===== src/rtl/pll_lock_supervisor_pkg.sv =====
// Shared definitions for the PLL lock supervisor: FSM state encodings and
// default qualification window lengths.
package pll_pkg;

    typedef logic [2:0] pll_state_t;

    localparam pll_state_t ST_WAIT_LOCK = 3'd0;
    localparam pll_state_t ST_STABLE    = 3'd1;
    localparam pll_state_t ST_HOLD      = 3'd2;
    localparam pll_state_t ST_RUN       = 3'd3;
    localparam pll_state_t ST_LOST      = 3'd4;

    localparam int DEFAULT_STABLE_CYCLES = 1024;
    localparam int DEFAULT_HOLD_CYCLES   = 16;

endpackage


===== src/rtl/pll_lock_supervisor_sync_ff.sv =====
// Multi-flop synchroniser for a single asynchronous level signal.
// The chain clears to 0 on reset so downstream logic sees "not asserted".
module sync_ff #(
    parameter int STAGES = 2
) (
    input  logic i_clock,
    input  logic i_reset_n,
    input  logic i_d,
    output logic o_q
);

    logic [STAGES-1:0] r_sync;

    // Shift the async input through the flop chain, first stage at bit 0.
    always_ff @(posedge i_clock or negedge i_reset_n) begin
        if (!i_reset_n) begin
            r_sync <= '0;
        end else begin
            r_sync <= {r_sync[STAGES-2:0], i_d};
        end
    end

    assign o_q = r_sync[STAGES-1];

endmodule


===== src/rtl/pll_lock_supervisor.sv =====
// Qualifies the PLL lock flag (stable window, then hold-off) before releasing
// the datapath reset; records lock losses in a sticky flag and saturating count.
module pll_lock_supervisor
    import pll_pkg::*;
#(
    parameter int SYNC_STAGES   = 2,
    parameter int STABLE_CYCLES = DEFAULT_STABLE_CYCLES,
    parameter int HOLD_CYCLES   = DEFAULT_HOLD_CYCLES,
    parameter int CNT_WIDTH     = 8
) (
    input  logic                 i_clock,
    input  logic                 i_reset_n,
    input  logic                 i_locked,
    input  logic                 i_clear_sticky,
    output logic                 o_rst_out_n,
    output logic                 o_ready,
    output logic                 o_lock_lost,
    output logic [CNT_WIDTH-1:0] o_loss_count
);

    // Window timer only needs to reach the larger of the two window lengths.
    localparam int TMR_MAX = (STABLE_CYCLES > HOLD_CYCLES) ? STABLE_CYCLES : HOLD_CYCLES;
    localparam int TW      = (TMR_MAX > 1) ? $clog2(TMR_MAX) : 1;

    localparam logic [TW-1:0]        STABLE_LAST = TW'(STABLE_CYCLES - 1);
    localparam logic [TW-1:0]        HOLD_LAST   = TW'(HOLD_CYCLES - 1);
    localparam logic [CNT_WIDTH-1:0] LOSS_MAX    = '1;

    logic                 w_locked_s;
    pll_state_t           r_state;
    pll_state_t           w_next_state;
    logic [TW-1:0]        r_tmr;
    logic [TW-1:0]        w_next_tmr;
    logic                 w_run_next;
    logic                 w_loss_event;
    logic                 r_rst_out_n;
    logic                 r_lock_lost;
    logic [CNT_WIDTH-1:0] r_loss_count;

    sync_ff #(
        .STAGES (SYNC_STAGES)
    ) u_lock_sync (
        .i_clock   (i_clock),
        .i_reset_n (i_reset_n),
        .i_d       (i_locked),
        .o_q       (w_locked_s)
    );

    // State and window timer registers.
    always_ff @(posedge i_clock or negedge i_reset_n) begin
        if (!i_reset_n) begin
            r_state <= ST_WAIT_LOCK;
            r_tmr   <= '0;
        end else begin
            r_state <= w_next_state;
            r_tmr   <= w_next_tmr;
        end
    end

    // Next-state logic: any drop before RUN simply restarts qualification.
    always_comb begin
        w_next_state = r_state;
        w_next_tmr   = '0;
        case (r_state)
            ST_WAIT_LOCK: begin
                if (w_locked_s) begin
                    w_next_state = ST_STABLE;
                end
            end
            ST_STABLE: begin
                if (!w_locked_s) begin
                    w_next_state = ST_WAIT_LOCK;
                end else if (r_tmr == STABLE_LAST) begin
                    w_next_state = ST_HOLD;
                end else begin
                    w_next_tmr = r_tmr + 1'b1;
                end
            end
            ST_HOLD: begin
                if (!w_locked_s) begin
                    w_next_state = ST_WAIT_LOCK;
                end else if (r_tmr == HOLD_LAST) begin
                    w_next_state = ST_RUN;
                end else begin
                    w_next_tmr = r_tmr + 1'b1;
                end
            end
            ST_RUN: begin
                if (!w_locked_s) begin
                    w_next_state = ST_LOST;
                end
            end
            ST_LOST: begin
                w_next_state = ST_WAIT_LOCK;
            end
            default: begin
                w_next_state = ST_WAIT_LOCK;
            end
        endcase
    end

    // Output decode: datapath runs only in RUN; leaving RUN is a loss event.
    always_comb begin
        w_run_next   = (w_next_state == ST_RUN);
        w_loss_event = (r_state == ST_RUN) && (w_next_state == ST_LOST);
    end

    // Registered datapath reset so it can only deassert on a clock edge.
    always_ff @(posedge i_clock or negedge i_reset_n) begin
        if (!i_reset_n) begin
            r_rst_out_n <= 1'b0;
        end else begin
            r_rst_out_n <= w_run_next;
        end
    end

    // Sticky loss status; a loss coincident with a clear is still recorded.
    always_ff @(posedge i_clock or negedge i_reset_n) begin
        if (!i_reset_n) begin
            r_lock_lost  <= 1'b0;
            r_loss_count <= '0;
        end else if (w_loss_event) begin
            r_lock_lost <= 1'b1;
            if (i_clear_sticky) begin
                r_loss_count <= CNT_WIDTH'(1);
            end else if (r_loss_count != LOSS_MAX) begin
                r_loss_count <= r_loss_count + 1'b1;
            end
        end else if (i_clear_sticky) begin
            r_lock_lost  <= 1'b0;
            r_loss_count <= '0;
        end
    end

    assign o_rst_out_n  = r_rst_out_n;
    assign o_ready      = r_rst_out_n;
    assign o_lock_lost  = r_lock_lost;
    assign o_loss_count = r_loss_count;

endmodule

===== config.mk =====
export PLATFORM = sky130hd
export DESIGN_NAME = pll_lock_supervisor
export DESIGN_NICKNAME = d
export VERILOG_FILES = /design/src/rtl/pll_lock_supervisor_pkg.sv /design/src/rtl/pll_lock_supervisor_sync_ff.sv /design/src/rtl/pll_lock_supervisor.sv
export SDC_FILE = /design/constraint.sdc
export NUM_CORES = 1
export LEC_CHECK = 0
export CORE_MARGIN = 5
export CORE_UTILIZATION = 46
export DETAILED_ROUTE_END_ITERATION = 6
export PLACE_DENSITY = 0.68
export SYNTH_ARGS = -nofsm -noshare
export SYNTH_HDL_FRONTEND = slang
export SYNTH_SLANG_ARGS = --single-unit

===== constraint.sdc =====
create_clock -name i_clock -period 2.15 [get_ports i_clock]
set_input_delay 0.215 -clock i_clock [delete_from_list [all_inputs] [get_ports i_clock]]
set_output_delay 0.215 -clock i_clock [all_outputs]
set_load 0.01 [all_outputs]

==> out/metrics.cfg, run 1 <==
[die]
coreArea_sq_um=2450
floorplan.die.height_um=60.6
dieArea_sq_um=3670
initial_utilization_pct=48.0
fp-row-count=18
fp.dieW_um=60.6
ios=15

[placement]
dp_hpwl_um=1530
io_buffers=14
place_congestion=0.789
dp_cells=152

[power_and_ir_drop]
max-vdd-ir-drop_mv=0.306
power.leakage_nw=0.612
p_total_w=0.000719
power_density_nw_per_um2=528

[clock_network]
cts.path.max_buffers=2
cts_tree=done
clock_sinks=25
hold_buffers=0
post-cts-setup-buffers=0
clk_latency_ns=0.32
cts_root_buffer=clkbuf_4
ctsResizeCount=0
clkTransAtPathRegs_ns=0.14
cts_buffers=3
htreeDepth=1

[route]
drt-total-wl_um=2100
vias_per_cell=5.33
drc_errors=0
dr_total_vias=831
first_pass_iters=4
wl_per_cell_um=13.5
drtIter0Drc=22
ant_nets=0

[critical_path]
arrival_ns=1.96
worstReg2RegStart=r_tmr[0]
cp-end-kind=register
cp_slowest_cell=a32oi_2
rrSetupSlack_ns=0.39
crit_chain=ha_1 -> and3_1 -> a31oi_1 -> a32oi_2 -> nor2b_1
critPathLaunch=r_tmr[0]
critPathKind=register to register
critPathMaxFanout=9
crit_required_ns=2.35
critPathMaxStageDelay_ns=0.48
cp-start-kind=register

[layout]
drive_gt1_share_pct=4.76
final_cell_mix=dfrtp_1, nor2_1, clkdlybuf4s50_1, nand2_1, xor2_1
antennaDiodeCount=0
layout_commonest_cell=dfrtp_1
final_cells=156
post-route-util_pct=55.5
filler_cell_count=225
nNetsFinal=133
syn_to_final_growth_pct=15.6

[flow_run]
maxCapViolCount=0

[timing]
post-route-period-util_pct=81.8
fmax_mhz=568
setup_tns_ns=0
slew_headroom_pct=68.5
slew_violations=0
skew_ns=0.00574
finalSetupViolCount=0
hold_viol_final=0
worstMarginPinSlew_ns=0.472
rsz0062_at_grt=no
layout_min_cycle_time_ns=1.76

[synthesis]
yosys_most_used_dff=dfrtp_1
synth_edf_count=0
synthArstFlopShare_pct=100
synthCells=111
ys_warn_count=0
synth.net_count=117
synth_seq_cells=25
avgSynthCellArea_sq_um=10.6
yosys.area.top_type_share_pct=53.1
ys_types=32
netlist_area_sq_um=1180
synth.top_cells.by_area=dfrtp_1, xor2_1, nor2_1
seq_area_frac_synth_pct=53.1
synth_top_cell_by_area=dfrtp_1

[global_route]
grt.total_usage_pct=14.0
grt_max_degree=26
antenna_found_initial=0
grt_pass1_wl_um=3810
grt_pass1_vias=856
grt-ovfl-total=0

[outcome]
outcome=finished clean

[min_path]
hold_class=input port to asynchronous set/reset pin

[report_power, final]
part	total (W)	leakage, nW	internal (W)	switching (W)
combinational	0.0000306	0.256	0.0000107	0.0000199
clock	0.000210	0.0150	0.0000725	0.000138
sequential	0.000478	0.341	0.000475	0.00000317
total	0.000719	0.612	0.000558	0.000161
[cell usage after synthesis (2+ instances only)]
master / number
nand3_1: 7
o211ai_1: 2
ha_1: 2
xor2_1: 8
dfrtp_1: 25
mux2i_1: 3
xnor2_1: 2
nand2_1: 8
nand2b_1: 3
nand4_1: 4
nor2b_1: 2
and3_1: 3
a21oi_1: 3
and4_1: 4
nor2_1: 18
[path summary, 6_finish.rpt]
kind / endpoint / cells past startpoint
worst max-delay path: r_tmr[1] / 5
worst max register to register: r_tmr[1] / 5
max in group asynchronous: o_loss_count[7] / 2
worst min-delay path: r_tmr[7] / 2
min in group i_clock: u_lock_sync.r_sync[0] / 1
worst min register to register: u_lock_sync.r_sync[1] / 0
[sequential cells by signal (all words and copies together) (netlist names)]
name                count
r_tmr                  10
o_loss_count            8
r_state                 3
u_lock_sync.r_sync      2
o_lock_lost             1
o_ready                 1
[kinds of logic (layout without fill, tap and decap cells)]
| family | after synthesis | after routing | share of synthesized area [%] |
|---|---|---|---|
| AO/OA/AOI/OAI | 12 | 12 | 8.40 |
| flip-flops | 25 | 25 | 53.1 |
| buffers and inverters | 5 | 20 | 2.66 |
| AND/OR/NAND/NOR | 54 | 54 | 23.7 |
| XOR/XNOR | 10 | 10 | 7.44 |
| multiplexers | 3 | 3 | 2.55 |
| adder cells (fa/ha/maj) | 2 | 2 | 2.13 |
[per-layer routing]
metal  up-vias  part of all wire, %  track usage (%)
met5         -                    0                0
met2        20                   45             20.0
met4         0                  1.2             6.81
met3         2                  3.8             2.55
met1       391                   50             20.3
li1        418                    -                -
[stage by stage]
stage / hold slack, ns / area [sq um] / setup WS, ns
3_3_place_gp: 0.337 / 1340 / 0.502
4_1_cts: 0.241 / 1360 / 0.410
3_5_place_dp: 0.340 / 1340 / 0.435
2_1_floorplan: -0.0806 / 1180 / 0.592
6_report: 0.236 / 1360 / 0.391
5_1_grt: 0.244 / 1360 / 0.193
[area by class of cell]
class	count	area, sq um	area share [%]
Clock buffer	4	26.3	1.93
Sequential cell	25	626	46.0
Timing Repair Buffer	15	148	10.8
Inverter	1	3.75	0.276
Tap cell	30	37.5	2.76
Multi-Input combinational cell	81	520	38.2
[critical path, delay by kind of cell (launching register included)]
kind | cells | cell delay, ns
adder cells (fa/ha/maj) | 1 | 0.19
flip-flops | 1 | 0.41
AND/OR/NAND/NOR | 2 | 0.38
AO/OA/AOI/OAI | 2 | 0.66
(Power assumes the default switching activity.)
==> run 2, diff against run 1 <==
==> constraint.sdc (replaced) <==
create_clock -name i_clock -period 1.7 [get_ports i_clock]
set_input_delay 0.17 -clock i_clock [delete_from_list [all_inputs] [get_ports i_clock]]
set_output_delay 0.17 -clock i_clock [all_outputs]
set_load 0.01 [all_outputs]
==> out/metrics.cfg, run 2 (synthesis results as in run 1) <==
[outcome]
outcome=finished clean

[critical_path]
cp_slowest_cell=dfrtp_1
arrival_ns=1.85
ff2ff_path_depth=5
critPathMaxStageDelay_ns=0.46
cp-start-kind=register
r2r_end=o_loss_count[5]
rrSetupSlack_ns=0.11
cp.buffers_inverters=0
crit_required_ns=1.96
worstReg2RegStart=o_loss_count[0]
cp.depth=5
critPathMaxFanout=6
crit_chain=ha_1 -> nand3_1 -> o21ai_4 -> or3_1 -> a21oi_1
cp-end-kind=register
crit_family=simple AND/OR/NAND/NOR gates
critPathKind=register to register

[route]
wl_per_cell_um=13.9
dr_total_vias=848
drt-total-wl_um=2210
first_pass_iters=2
vias_per_cell=5.33
ant_nets=0
drc_errors=0
drtIter0Drc=11

[die]
initial_utilization_pct=48.0
ios=15
coreArea_sq_um=2450
fp.dieW_um=60.6
fp-row-count=18
floorplan.die.height_um=60.6
dieArea_sq_um=3670

[clock_network]
cts_tree=done
htreeDepth=1
clk_latency_ns=0.32
clkTransAtPathRegs_ns=0.14
clock_sinks=25
cts_root_buffer=clkbuf_4
cts.path.max_buffers=2
cts_buffers=3

[global_route]
antenna_found_initial=0
grt_max_degree=26
grt_pass1_vias=848
grt.total_usage_pct=14.3
grt-ovfl-total=0
grt_pass1_wl_um=3810

[timing]
whs_ns=0.181
fmax_mhz=629
setup_tns_ns=0
layout_min_cycle_time_ns=1.59
post-route-period-util_pct=93.6
hold_viol_final=0
worstMarginPinSlew_ns=0.356
skew_ns=0.00717
slew_headroom_pct=76.2
slew_violations=0
rsz0062_at_grt=no
finalSetupViolCount=0

[placement]
io_buffers=14
place_congestion=0.794
dp_cells=155
dp_hpwl_um=1610

[layout]
final_cell_mix=dfrtp_1, nor2_1, clkdlybuf4s50_1, nand2_1, xor2_1
largest_register_ffs=10
final_cells=159
seqCellArea_sq_um=626
multi_input_area_sq_um=547
filler_cell_count=213
syn_to_final_growth_pct=20.1
largest_register=r_tmr
nNetsFinal=136
drive_gt1_share_pct=10.1
layout_commonest_cell=dfrtp_1
antennaDiodeCount=0

[power_and_ir_drop]
max-vdd-ir-drop_mv=0.462
power.leakage_nw=0.627
power_density_nw_per_um2=651

[min_path]
hold_class=input port to asynchronous set/reset pin

[flow_run]
maxCapViolCount=0

## run 2: cell count changes in the layout (fill, tap and decap cells not counted), sizes merged
cell,previous run,this run
buf,1,4
clkbuf,4,3
clkinvlp,0,1
## run 2: metal layers
metal / up-vias / wire length [um] / track usage (%)
met4: 0 / 45 / 7.43
met2: 11 / 1070 / 22.3
met1: 403 / 1030 / 18.9
li1: 430 / - / -
met3: 4 / 65 / 2.55
met5: - / 0 / 0
## run 2: per-stage QoR
step                      worst slack [ns]  util [%]  cell area [sq um]  power (W)
after floorplan                      0.142         -               1180   0.000631
after global placement               0.144      55.3               1360   0.000658
after detailed placement           0.00507      55.3               1360   0.000660
after CTS                           0.0338      56.8               1390   0.000932
after global routing               0.00905      57.6               1410   0.000965
final                                0.109      57.6               1410   0.000921
## run 2: how the worst max path moves through the flow
stage | from | to
6_report | o_loss_count[0] | o_loss_count[5]
5_1_grt | o_loss_count[0] | o_loss_count[5]
4_1_cts | r_tmr[0] | r_tmr[8]
3_5_place_dp | r_tmr[0] | r_tmr[8]
3_3_place_gp | r_tmr[0] | r_tmr[2]
2_1_floorplan | r_tmr[0] | r_tmr[1]
## run 2: final cells by class
cell class                      count  area share, %
Tap cell                           30           2.65
Clock buffer                        3           1.59
Sequential cell                    25           44.2
Timing Repair Buffer               18           12.0
Multi-Input combinational cell     81           38.7
Clock inverter                      1          0.531
Inverter                            1          0.265
## run 2: where the power goes
group	internal, W	switching [W]	leakage [nW]
Clock	0.0000899	0.000183	0.0139
Sequential	0.000600	0.00000505	0.341
Combinational	0.0000176	0.0000255	0.272
## run 2: repair_timing
item | in CTS | in global routing
setup buffers | 0 | 0
pin swaps | 0 | 1
hold buffers | 0 | 0
resized for setup | 1 | 4
setup endpoints to repair | 1 | 10
